<file path="config.mk">
export PLATFORM = sky130hd
export DESIGN_NAME = multicycle_alu
export DESIGN_NICKNAME = d
export VERILOG_FILES = /design/src/rtl/multicycle_alu.sv
export SDC_FILE = /design/constraint.sdc
export NUM_CORES = 1
export LEC_CHECK = 0
export CAP_MARGIN = 10
export CORE_MARGIN = 1.5
export CORE_UTILIZATION = 50
export DETAILED_ROUTE_END_ITERATION = 12
export DONT_BUFFER_PORTS = 1
export GPL_ROUTABILITY_DRIVEN = 0
export HOLD_SLACK_MARGIN = 0.15
export REMOVE_ABC_BUFFERS = 1
export SYNTH_ARGS = -nofsm -noshare
export SYNTH_HDL_FRONTEND = slang
export SYNTH_SLANG_ARGS = --single-unit
</file>
<file path="constraint.sdc">
create_clock -name clk -period 5.52 [get_ports clk]
set_input_delay 1.38 -clock clk [delete_from_list [all_inputs] [get_ports clk]]
set_output_delay 1.38 -clock clk [all_outputs]
set_load 0.01 [all_outputs]
</file>
<file path="src/rtl/multicycle_alu.sv">
// Iterative AND/OR/ADD/SLT ALU, SLICE bits per cycle with registered inter-slice carry; latency NSLICE cycles.
// Valid/ready on both sides: accepts only in IDLE, holds result in DONE until out_ready.
module multicycle_alu #(
    parameter int WIDTH = 32,
    parameter int SLICE = 8
) (
    input  logic             clk,
    input  logic             rst,
    input  logic             in_valid,
    output logic             in_ready,
    input  logic [WIDTH-1:0] a,
    input  logic [WIDTH-1:0] b,
    input  logic             a_invert,
    input  logic             b_invert,
    input  logic [1:0]       operation,
    output logic             out_valid,
    input  logic             out_ready,
    output logic [WIDTH-1:0] result,
    output logic             zero,
    output logic             overflow
);
    localparam int NSLICE = WIDTH / SLICE;
    localparam int CW     = (NSLICE > 1) ? $clog2(NSLICE) : 1;

    typedef enum logic [1:0] {IDLE, CALC, DONE} state_t;

    state_t            state, state_nxt;
    logic [WIDTH-1:0]  opa, opb, acc;
    logic [1:0]        op;
    logic              carry;
    logic [CW-1:0]     cnt;
    logic              last;

    logic [SLICE-1:0]  s_res;
    logic              c, ai, bi, s;
    logic              c_msb_in, sum_msb, slice_cout;
    logic              ovf, set;
    logic [WIDTH-1:0]  base_word, final_word;

    assign last = (cnt == CW'(NSLICE - 1));

    // Operands shift right each CALC cycle, so the current slice is always the low SLICE bits.
    always_comb begin
        c        = carry;
        ai       = 1'b0;
        bi       = 1'b0;
        s        = 1'b0;
        s_res    = '0;
        c_msb_in = 1'b0;
        sum_msb  = 1'b0;
        for (int i = 0; i < SLICE; i++) begin
            ai = opa[i];
            bi = opb[i];
            s  = ai ^ bi ^ c;
            if (i == SLICE - 1) begin
                c_msb_in = c;
                sum_msb  = s;
            end
            case (op)
                2'b00:   s_res[i] = ai & bi;
                2'b01:   s_res[i] = ai | bi;
                2'b10:   s_res[i] = s;
                default: s_res[i] = 1'b0;
            endcase
            c = (ai & bi) | (c & (ai ^ bi));
        end
        slice_cout = c;
    end

    assign ovf = c_msb_in ^ slice_cout;
    assign set = sum_msb ^ ovf;

    // Finished slices accumulate from the top of acc downward, landing LSB-aligned after the last one.
    always_comb begin
        base_word  = (WIDTH'(s_res) << (WIDTH - SLICE)) | (acc >> SLICE);
        final_word = base_word;
        if (op == 2'b11) final_word[0] = set;
    end

    always_ff @(posedge clk) begin
        if (rst) state <= IDLE;
        else     state <= state_nxt;
    end

    always_comb begin
        state_nxt = state;
        in_ready  = 1'b0;
        out_valid = 1'b0;
        case (state)
            IDLE: begin
                in_ready = 1'b1;
                if (in_valid) state_nxt = CALC;
            end
            CALC: begin
                if (last) state_nxt = DONE;
            end
            DONE: begin
                out_valid = 1'b1;
                if (out_ready) state_nxt = IDLE;
            end
            default: state_nxt = IDLE;
        endcase
    end

    always_ff @(posedge clk) begin
        if (rst) begin
            opa      <= '0;
            opb      <= '0;
            acc      <= '0;
            op       <= 2'b00;
            carry    <= 1'b0;
            cnt      <= '0;
            result   <= '0;
            zero     <= 1'b0;
            overflow <= 1'b0;
        end else begin
            case (state)
                IDLE: begin
                    if (in_valid) begin
                        opa   <= a ^ {WIDTH{a_invert}};
                        opb   <= b ^ {WIDTH{b_invert}};
                        op    <= operation;
                        carry <= b_invert;
                        cnt   <= '0;
                        acc   <= '0;
                    end
                end
                CALC: begin
                    opa   <= opa >> SLICE;
                    opb   <= opb >> SLICE;
                    carry <= slice_cout;
                    acc   <= base_word;
                    if (last) begin
                        cnt      <= '0;
                        result   <= final_word;
                        zero     <= (final_word == '0);
                        overflow <= (op == 2'b10) && ovf;
                    end else begin
                        cnt <= cnt + 1'b1;
                    end
                end
                default: ;
            endcase
        end
    end
endmodule
</file>
## Yosys cells after proc, flatten, opt, wreduce, memory -nomap -nowiden

Index checks and enable logic that the tools add are counted.

- Register bits after elaboration: 137
- Input bits: 72
- Output and inout bits: 36
- Word-level logic and storage cells: 108

- Add/sub/neg operators: 1
- Equal/unequal tests: 9
- Multiplexer cells: 26
- Bitwise operators: 53
- Reductions and logical operators: 9

Operators with widths:

| kind | number |
|---|---|
| $pmux W32 S2 | 3 |
| $mux W32 | 3 |
| $xor A32 B32 Y32 | 2 |
| $logic_not A32 Y1 | 1 |
| $or A32 B24 Y32 | 1 |
| $pmux W1 S3 | 8 |
| $xor A1 B1 Y1 | 18 |
| $and A1 B1 Y1 | 16 |
| $or A1 B1 Y1 | 16 |
| $mux W2 | 5 |
| $eq A2 B2 Y1 const B | 4 |
| $ne A2 B2 Y1 const B | 3 |
| $pmux W2 S3 | 1 |
| $reduce_and A2 Y1 | 3 |
| $eq A2 B1 Y1 const B | 2 |
| $logic_not A2 Y1 | 2 |
| $mux W1 | 4 |
| $pmux W2 S2 | 1 |
| $reduce_and A3 Y1 | 1 |
| $add A2 B1 Y2 const B | 1 |
| $pmux W1 S2 | 1 |
| $reduce_bool A2 Y1 | 1 |
| $logic_and A1 B1 Y1 | 1 |

## Longest topological paths before layout

Gate-level depths: netlist of the first run.

- Depth after elaboration: 21
- Depth in mapped cells: 15
- Mapped depth without buffers: 15

## Worst setup path after synthesis of the first run

No wires, ideal clock.

- Path type: register -> register
- Start: reg opa[0]
- End: reg zero
- Library setup time: 0.069 ns
- Arrival: 3.901 ns
- Required time: 5.451 ns
- Path slack: 1.550 ns
- Stages on the path, launching flop included: 16
- Buffers on the path: 0
- Clock period less this slack: 3.970 ns
- Path through: dfxtp_1 -> inv_1 -> fa_1 -> fa_1 -> fa_1 -> fa_1 -> fa_1 -> inv_1 -> fa_1 -> fa_1 -> inv_1 -> fa_1 -> mux2_4 -> nor4_1 -> nand4b_1 -> o21ai_1

- Cells in the longest elaborated chain, start to end: 21
- Elaborated cells between the ends (all ways): 40
- Classes of those cells: mux (9); bitwise (30); reduce/logical (1)

Ends and longest elaborated chain:

| element | line | RTL |
|---|---|---|
| start: declaration | 28 | `logic [WIDTH-1:0] opa, opb, acc;` |
| start signal: assignment | 120 | `opa <= a ^ {WIDTH{a_invert}};` |
| start signal: assignment | 129 | `opa <= opa >> SLICE;` |
| $xor A1 B1 Y1 | 54, 65 |  |
| $and A1 B1 Y1 | 65 | `c = (ai & bi) \| (c & (ai ^ bi));` |
| $or A1 B1 Y1 | 65 |  |
| $and A1 B1 Y1 | 65 |  |
| $or A1 B1 Y1 | 65 |  |
| $and A1 B1 Y1 | 65 |  |
| $or A1 B1 Y1 | 65 |  |
| $and A1 B1 Y1 | 65 |  |
| [... 5 more ...] | -- |  |
| $and A1 B1 Y1 | 65 |  |
| $or A1 B1 Y1 | 65 |  |
| $and A1 B1 Y1 | 65 |  |
| $or A1 B1 Y1 | 65 |  |
| $xor A1 B1 Y1 | 70 | `assign ovf = c_msb_in ^ slice_cout;` |
| $xor A1 B1 Y1 | 71 | `assign set = sum_msb ^ ovf;` |
| $mux W1 | 77 | `if (op == 2'b11) final_word[0] = set;` |
| $logic_not A32 Y1 * | 136 | `zero <= (final_word == '0);` |
| end signal: assignment | 136 |  |
| end: declaration | 19 | `output logic zero,` |

Mark *: on every way between the ends. The rest lies on a longest branch, timed or not.
A chain may end at the register's enable or synchronous reset.

## Worst setup path after layout of the first run

Same ends and word-level chain as after synthesis.

==> results of run 1 <==
==> worst reg2reg max path, cell delays in order (launching register included) <==
cell                       delay [ps]
sky130_fd_sc_hd__dfxtp_1          350
sky130_fd_sc_hd__inv_1             90
sky130_fd_sc_hd__fa_1             440
sky130_fd_sc_hd__fa_1             390
sky130_fd_sc_hd__fa_1             410
sky130_fd_sc_hd__fa_1             410
sky130_fd_sc_hd__fa_1             380
sky130_fd_sc_hd__inv_1             90
sky130_fd_sc_hd__fa_1             180
sky130_fd_sc_hd__fa_1             220
sky130_fd_sc_hd__inv_1            100
sky130_fd_sc_hd__fa_1             370
sky130_fd_sc_hd__mux2_4           280
sky130_fd_sc_hd__nor4_1           290
sky130_fd_sc_hd__nand4b_1         120
sky130_fd_sc_hd__o21ai_1          120
==> cell usage after synthesis (2+ instances only) <==
| master | number | area share (%) |
|---|---|---|
| sky130_fd_sc_hd__a2111oi_0 | 2 | 0.28 |
| sky130_fd_sc_hd__buf_1 | 5 | 0.30 |
| sky130_fd_sc_hd__a21oi_1 | 66 | 5.4 |
| sky130_fd_sc_hd__inv_1 | 22 | 1.3 |
| sky130_fd_sc_hd__dfxtp_1 | 129 | 42 |
| sky130_fd_sc_hd__nor2_2 | 2 | 0.20 |
| sky130_fd_sc_hd__nand2b_1 | 8 | 0.81 |
| sky130_fd_sc_hd__mux2i_1 | 3 | 0.49 |
| sky130_fd_sc_hd__ha_1 | 17 | 3.5 |
| sky130_fd_sc_hd__o22a_1 | 3 | 0.43 |
| sky130_fd_sc_hd__nor4_1 | 7 | 0.71 |
| sky130_fd_sc_hd__clkbuf_1 | 26 | 1.6 |
| sky130_fd_sc_hd__a221oi_2 | 9 | 2.2 |
| sky130_fd_sc_hd__a211oi_1 | 9 | 1.1 |
| sky130_fd_sc_hd__xor2_1 | 15 | 2.1 |
| sky130_fd_sc_hd__nor2b_1 | 7 | 0.71 |
| sky130_fd_sc_hd__nand3_1 | 39 | 3.2 |
| sky130_fd_sc_hd__nor2_1 | 121 | 7.4 |
| sky130_fd_sc_hd__o31ai_1 | 2 | 0.24 |
| sky130_fd_sc_hd__fa_1 | 9 | 2.9 |
| sky130_fd_sc_hd__xnor2_1 | 50 | 7.1 |
| sky130_fd_sc_hd__o21ai_0 | 2 | 0.16 |
| sky130_fd_sc_hd__buf_2 | 25 | 2.0 |
| sky130_fd_sc_hd__buf_6 | 2 | 0.37 |
| sky130_fd_sc_hd__a221oi_1 | 39 | 5.5 |
| sky130_fd_sc_hd__nand2_1 | 87 | 5.3 |
| sky130_fd_sc_hd__buf_4 | 4 | 0.49 |
| sky130_fd_sc_hd__a31oi_1 | 2 | 0.20 |
| sky130_fd_sc_hd__o21a_1 | 5 | 0.61 |
| sky130_fd_sc_hd__nor3_1 | 2 | 0.16 |
==> cell usage in the layout (no fill, tap or decap), types with 3 or more instances in the layout <==
master | Yosys | routed
sky130_fd_sc_hd__nor2_1 | 121 | 121
sky130_fd_sc_hd__o22a_1 | 3 | 3
sky130_fd_sc_hd__buf_4 | 4 | 3
sky130_fd_sc_hd__a221oi_2 | 9 | 9
sky130_fd_sc_hd__clkbuf_16 | 0 | 17
sky130_fd_sc_hd__nor2b_1 | 7 | 6
sky130_fd_sc_hd__dfxtp_1 | 129 | 129
sky130_fd_sc_hd__a221oi_1 | 39 | 39
sky130_fd_sc_hd__fa_1 | 9 | 9
sky130_fd_sc_hd__bufinv_16 | 0 | 5
sky130_fd_sc_hd__mux2i_1 | 3 | 3
sky130_fd_sc_hd__o21a_1 | 5 | 5
sky130_fd_sc_hd__nand2b_1 | 8 | 7
sky130_fd_sc_hd__ha_1 | 17 | 17
sky130_fd_sc_hd__clkinvlp_4 | 0 | 3
sky130_fd_sc_hd__nand2_1 | 87 | 86
sky130_fd_sc_hd__nand3_1 | 39 | 39
sky130_fd_sc_hd__a211oi_1 | 9 | 9
sky130_fd_sc_hd__a21oi_1 | 66 | 66
sky130_fd_sc_hd__xor2_1 | 15 | 15
sky130_fd_sc_hd__xnor2_1 | 50 | 50
sky130_fd_sc_hd__nor4_1 | 7 | 7
sky130_fd_sc_hd__inv_1 | 22 | 22
==> flip-flops by register name (all words and copies together), names as in the netlist <==
signal    flops
acc          24
carry         1
cnt           2
op            2
opa          32
opb          32
overflow      1
result       32
state         2
zero          1
==> metal layers <==
layer	global-route usage [%]	part of all wire [%]	up-vias
li1	-	-	2379
met1	26.49	45	2188
met2	35.70	49	90
met3	5.739	3.9	16
met4	8.833	1.8	0
met5	0	0	-
==> path summary, 6_finish.rpt <==
check	startpoint	to	slack, ps	cells past startpoint
setup reg to reg	opa[0]	zero	1220	15
hold / removal	opb[26]	opb[26]	460	2
hold reg to reg	opb[26]	opb[26]	460	2
setup / recovery	opa[0]	zero	1220	15
==> power by group through the flow <==
| stage | Sequential, W | Clock [W] | Combinational, W |
|---|---|---|---|
| floorplan | 0.00102 | 0 | 0.000189 |
| global placement | 0.00103 | 0 | 0.000231 |
| detailed placement | 0.00103 | 0 | 0.000238 |
| CTS | 0.00101 | 0.00125 | 0.000239 |
| global route | 0.00102 | 0.00130 | 0.000268 |
| finish | 0.00101 | 0.00123 | 0.000235 |
==> cell families (layout without fill, tap and decap cells) <==
logic type,count (synthesis),in the layout,synth area share (%)
adder cells (fa/ha/maj),26,26,6.376
AO/OA/AOI/OAI,141,141,16.35
XOR/XNOR,65,65,9.239
buffers and inverters,84,57,6.112
flip-flops,129,129,41.91
AND/OR/NAND/NOR,280,280,19.29
multiplexers,4,4,0.7309
==> final cells by class <==
type | instances | area, um^2 | area share, %
multi-input cells | 516 | 3226 | 47.79
flip-flops and latches | 129 | 2582 | 38.26
clock buffers | 19 | 442.9 | 6.563
clock inverters | 13 | 209.0 | 3.096
well taps | 147 | 183.9 | 2.725
inverters | 22 | 82.58 | 1.224
repair buffers | 3 | 22.52 | 0.3337
==> stage by stage <==
| stage | setup WS (ps) | instances | power, W |
|---|---|---|---|
| 6_report | 1216 | 849 | 0.002477 |
| 5_1_grt | 966.5 | 849 | 0.002587 |
| 4_1_cts | 1206 | 849 | 0.002500 |
| 3_5_place_dp | 1230 | 817 | 0.001270 |
| 3_3_place_gp | 1372 | 817 | 0.001261 |
| 2_1_floorplan | 587.2 | 667 | 0.001209 |
==> flow_summary.json, run 1 <==
{
  "min-delay-path-class": "register to register",
  "arr_time_crit_path_ps": 4650,
  "p_int_w": 0.001890,
  "cts.clk_slew.worst_paths_ps": 60,
  "highest_clock_rate_ghz": 0.2323,
  "post_synth_arst_share_pct": 0,
  "std_cell_rows": 40,
  "post_synth_edffs": 0,
  "post-route-period-util_pct": 77.98,
  "synthFlopType": "sky130_fd_sc_hd__dfxtp_1",
  "crit_family": "adder cells",
  "worstPathCellList": "inv_1 > fa_1 > fa_1 > fa_1 > fa_1 > fa_1 > inv_1 > fa_1 > fa_1 > inv_1 > fa_1 > mux2_4 > nor4_1 > nand4b_1 > o21ai_1",
  "final-hold-violation-count": 0,
  "nets": 787,
  "die_height_um": 114.0,
  "start_util_pct": 51.30,
  "drv_cap": 0,
  "total_die_area_um2": 13000,
  "detailedRoute.firstPassIterationCount": 5,
  "finalWirelength_um": 13200,
  "area.growth.synth_to_final_pct": 9.523,
  "antenna_violations_before_repair": 0,
  "share_clk_of_total_power_pct": 49.7,
  "cell_at_the_root_of_the_clock_tree": "sky130_fd_sc_hd__clkbuf_16",
  "critPathMaxStageDelay_ps": 440,
  "powerDensity_nw_per_um2": 367.0,
  "worst_clk_skew_ps": 5.879,
  "antenna_cells": 0,
  "place_area_um2": 6097,
  "combPwrFrac_pct": 9.5,
  "finish.instance_area_um2": 6749,
  "holdWs_ps": 457.9,
  "worst-setup-path-type": "register to register",
  "period_needed_ps": 4304,
  "critPathRequiredTime_ps": 5870,
  "report.final.setup_viol": 0,
  "leakagePower_nw": 2.393,
  "fp.dieW_um": 114.0,
  "first_global_vias": 4502,
  "crit_path_max_fanout": 3,
  "crit_path_end_kind": "register",
  "postRouteAntennaNets": 0,
  "layout.filler_cells": 1074,
  "syn_area_um2": 6162,
  "yosysWarnings": 0,
  "gr-total-overflow": 0,
  "cts_tree": "yes",
  "total_grt_usage_pct": 21.49,
  "boundaryPins": 108,
  "finish.utilization_pct": 56.19,
  "grt_first_pass_wirelength_um": 21990,
  "final.setup.tns_ps": 0,
  "slew_headroom_pct": 33.20,
  "switching_power_w": 0.0005866,
  "cpMaxStageDelayCell": "sky130_fd_sc_hd__fa_1",
  "type_of_origin_of_the_critical_path": "register",
  "dr_total_vias": 4673,
  "1st_iter_drt_viols": 298,
  "drt-vias-per-instance": 5.504,
  "cts.repair_timing.setup_buffer_count": 0,
  "grt_max_degree": 131,
  "numClockSinks": 129,
  "cts_resized": 0,
  "proportion_of_synthesized_chip_area_in_sequential_cells_pct": 41.91,
  "drt-wirelength-per-cell_um": 15.55,
  "critPathMostFrequentCell": "sky130_fd_sc_hd__fa_1",
  "seqPwrFrac_pct": 40.8,
  "postSynthAreaPerCell_um2": 8.453,
  "final_max_slew_viols": 0,
  "io_buffers": 0,
  "worst-slew-pin-transition_ps": 1002,
  "synth_cell_types": 40,
  "critical_path.n_buffers_inverters": 3,
  "switching_share_pct": 23.68,
  "vdd_ir_drop_max_v": 0.0001632,
  "status": "complete, no violations",
  "cts_htree_levels": 4,
  "grt_setup_unrepaired": "no",
  "synth-seq-cells": 129,
  "fraction_of_layout_cells_with_a_size_suffix_above_1_pct": 7.265,
  "clk_path_buf_depth": 2,
  "syn_inst": 729,
  "hpwlAfterDp_um": 8325,
  "cts-hold-fix-buffers": 0,
  "cts_made_buffers": 17,
  "clk-insertion-delay-late_ps": 410,
  "placeableCoreArea_um2": 12010,
  "route.detailed.drc": 0
}
Note: power is estimated with default switching activity, not from simulation.
==> inputs of run 2 (changes only) <==
- ABC_AREA: unset -> 1
- PLACE_DENSITY: unset -> 0.68
- clock period: 5.52 -> 3.6 ns (I/O delays scaled with it)
==> flow_summary.json, run 2 <==
{
  "violations": "negative setup slack",
  "worst_clk_skew_ps": 10.83,
  "reg2reg_depth": 19,
  "met1_demand_to_capacity_share_in_global_routing_pct": 26.07,
  "synth-seq-cells": 129,
  "worst_r2r_startpoint": "opa[0]",
  "post_synth_edffs": 0,
  "holdWs_ps": 452.4,
  "boundaryPins": 108,
  "clk_path_buf_depth": 2,
  "reg2reg_to": "zero",
  "drv_cap": 0,
  "count_leader_synth": "sky130_fd_sc_hd__nand2_1",
  "synth_largest_type_area_fraction_pct": 40.19,
  "cts-hold-fix-buffers": 0,
  "route.detailed.drc": 0,
  "grt_busiest_layer": "met2",
  "yosys-top-cells-area": "sky130_fd_sc_hd__dfxtp_1, sky130_fd_sc_hd__nand2_1, sky130_fd_sc_hd__xnor2_1",
  "clk-insertion-delay-late_ps": 420,
  "dr_total_vias": 5078,
  "post-route-period-util_pct": 105.2,
  "first_global_vias": 4612,
  "timing.critical_path.to": "zero",
  "grt_use_met2_pct": 34.94,
  "cts.clk_slew.worst_paths_ps": 60,
  "post_synth_arst_share_pct": 0,
  "grt_first_pass_wirelength_um": 22170,
  "place_worst_setup_slack_ps": -463.0,
  "crit_start": "opa[0]",
  "antenna_violations_before_repair": 1,
  "total_grt_usage_pct": 21.05,
  "worst-slew-pin-transition_ps": 1039,
  "fp.dieW_um": 116.4,
  "cts_tree": "yes",
  "std_cell_rows": 41,
  "ys_top_cells_by_count": "sky130_fd_sc_hd__nand2_1, sky130_fd_sc_hd__dfxtp_1, sky130_fd_sc_hd__inv_1, sky130_fd_sc_hd__a21oi_1, sky130_fd_sc_hd__nor2_1",
  "proportion_of_synthesized_chip_area_in_sequential_cells_pct": 40.19,
  "report.final.setup_viol": 3,
  "postLayoutSetupSlackWorst_ps": -186.6,
  "hpwlAfterDp_um": 8531,
  "powerDensity_nw_per_um2": 514.8,
  "detailedRoute.firstPassIterationCount": 5,
  "fraction_of_layout_cells_with_a_size_suffix_above_1_pct": 8.868,
  "postRouteAntennaNets": 0,
  "syn_inst": 863,
  "syn_area_um2": 6425,
  "gr-usage-met3_pct": 7.473,
  "drt-wirelength-per-cell_um": 13.37,
  "arr_time_crit_path_ps": 4130,
  "critPathRequiredTime_ps": 3940,
  "total_die_area_um2": 13540,
  "layout_top_registers": "opa x32, opb x32, result x32",
  "crit_path_max_fanout": 2,
  "io_buffers": 0,
  "finalWirelength_um": 13760,
  "highest_clock_rate_ghz": 0.2641,
  "slew_headroom_pct": 30.60,
  "antenna_cells": 0,
  "worst-setup-path-type": "register to register",
  "final_max_slew_viols": 0,
  "synthFlopType": "sky130_fd_sc_hd__dfxtp_1",
  "yosysWarnings": 0,
  "status": "finished with violations",
  "nets": 942,
  "grt_max_degree": 74,
  "type_of_origin_of_the_critical_path": "register",
  "final-hold-violation-count": 0,
  "1st_iter_drt_viols": 318,
  "numClockSinks": 129,
  "gr-total-overflow": 0,
  "crit_path_end_kind": "register",
  "postSynthAreaPerCell_um2": 7.445,
  "area.growth.synth_to_final_pct": 10.24,
  "vdd_ir_drop_max_v": 0.0003111,
  "synth_cell_types": 27,
  "mostFrequentLayoutCell": "sky130_fd_sc_hd__nand2_1",
  "leakagePower_nw": 3.035,
  "grt_setup_unrepaired": "yes",
  "cell_at_the_root_of_the_clock_tree": "sky130_fd_sc_hd__clkbuf_16",
  "die_height_um": 116.4,
  "placeableCoreArea_um2": 12570,
  "commonest_cells_after_routing_fill_and_taps_aside": "sky130_fd_sc_hd__nand2_1, sky130_fd_sc_hd__dfxtp_1, sky130_fd_sc_hd__inv_1",
  "ff2ff_setup_slack_ps": -190,
  "cts_htree_levels": 4,
  "drt-vias-per-instance": 4.935,
  "cts_made_buffers": 17,
  "min-delay-path-class": "register to register",
  "start_util_pct": 51.12,
  "synth.largest_area_cell": "sky130_fd_sc_hd__dfxtp_1",
  "period_needed_ps": 3787
}
-- run 2: cell count changes in the layout (fill, tap and decap cells not counted), moves of 8 or more --
| cell | change |
|---|---|
| sky130_fd_sc_hd__nand2_1 | +189 |
| sky130_fd_sc_hd__nor2_1 | -70 |
| sky130_fd_sc_hd__inv_1 | +66 |
| sky130_fd_sc_hd__a221oi_1 | -39 |
| sky130_fd_sc_hd__o211ai_1 | +33 |
| sky130_fd_sc_hd__nand3_1 | -31 |
| sky130_fd_sc_hd__o21ai_0 | +19 |
| sky130_fd_sc_hd__o221ai_1 | +16 |
| sky130_fd_sc_hd__buf_4 | +13 |
| sky130_fd_sc_hd__a221oi_2 | -9 |
| sky130_fd_sc_hd__a211oi_1 | -8 |
-- run 2: report_power, final --
group	internal, W	switching, W	total, W	leakage (nW)
clock	0.00102	0.000673	0.00170	0.277
combinational	0.000169	0.000239	0.000408	1.71
sequential	0.00150	0.0000441	0.00154	1.05
-- run 2: worst min-delay path by stage --
| stage | slack (ps) | from | depth (start not counted) | end |
|---|---|---|---|---|
| finish | 450 | opb[26] | 2 | opb[26] |
| global route | 470 | opb[24] | 2 | opb[24] |
| CTS | 460 | opa[28] | 2 | opa[28] |
| detailed placement | 450 | opb[28] | 2 | opb[28] |
| global placement | 440 | opa[24] | 2 | opa[24] |
| floorplan | 430 | cnt[0] | 1 | cnt[0] |
-- run 2: routing by layer --
layer,up-vias,part of all wire [%],wire length [um]
li1,2659,-,-
met1,2265,45,6186
met2,140,47,6473
met3,14,7.0,960
met4,0,1.0,142
met5,-,0,0
-- run 2: logic make-up (layout without fill, tap and decap cells) --
| logic type | after synthesis | in the layout | synth area share, % |
|---|---|---|---|
| buffers and inverters | 151 | 145 | 10.26 |
| xor gates and xnor gates | 62 | 62 | 8.452 |
| and+or+nand+nor | 348 | 348 | 21.03 |
| AOI/OAI and AO/OA | 147 | 147 | 13.94 |
| adders and majority gates | 26 | 26 | 6.115 |
| DFF | 129 | 129 | 40.19 |
-- run 2: cell type report --
type,count,area (um^2)
Fill cell,1212,5485
Multi-Input combinational cell,583,3211
Sequential cell,129,2585
Clock buffer,17,425.4
Inverter,97,369.1
Tap cell,172,215.2
Clock inverter,15,157.7
Timing Repair Buffer,16,120.1
-- run 2: critical path, stage by stage (launching register included) --
cell and delay, ps:
sky130_fd_sc_hd__dfxtp_2 330, sky130_fd_sc_hd__inv_2 40, sky130_fd_sc_hd__fa_2 380, sky130_fd_sc_hd__fa_2 360
sky130_fd_sc_hd__fa_2 350, sky130_fd_sc_hd__fa_2 350, sky130_fd_sc_hd__fa_2 340, sky130_fd_sc_hd__inv_2 60
sky130_fd_sc_hd__fa_2 190, sky130_fd_sc_hd__fa_2 190, sky130_fd_sc_hd__inv_2 40, sky130_fd_sc_hd__fa_1 470
sky130_fd_sc_hd__inv_1 40, sky130_fd_sc_hd__nand2_1 50, sky130_fd_sc_hd__nand2_1 40, sky130_fd_sc_hd__nor2_1 110
sky130_fd_sc_hd__nand2_1 60, sky130_fd_sc_hd__nor2_1 100, sky130_fd_sc_hd__nand3_1 70, sky130_fd_sc_hd__a21oi_1 120
-- run 2: through the flow --
stage | total power, W | std cells | area (um^2) | setup TNS, ps | util (%)
after CTS | 0.003673 | 1028 | 7066 | -495.9 | 56.22
after floorplan | 0.001871 | 809 | 6135 | -536.6 | -
after global routing | 0.003798 | 1029 | 7083 | -1130 | 56.36
after detailed placement | 0.001975 | 995 | 6455 | -1923 | 51.36
final | 0.003646 | 1029 | 7083 | -446.1 | 56.36
after global placement | 0.001968 | 995 | 6455 | -1452 | 51.36
-- run 2: timing repair --
item | 4_1_cts | 5_1_grt
cloned | 0 | 0
gates resized for setup | 14 | 3
pin swaps | 1 | 1
setup endpoints to repair | 8 | 8
setup buffers | 1 | 1
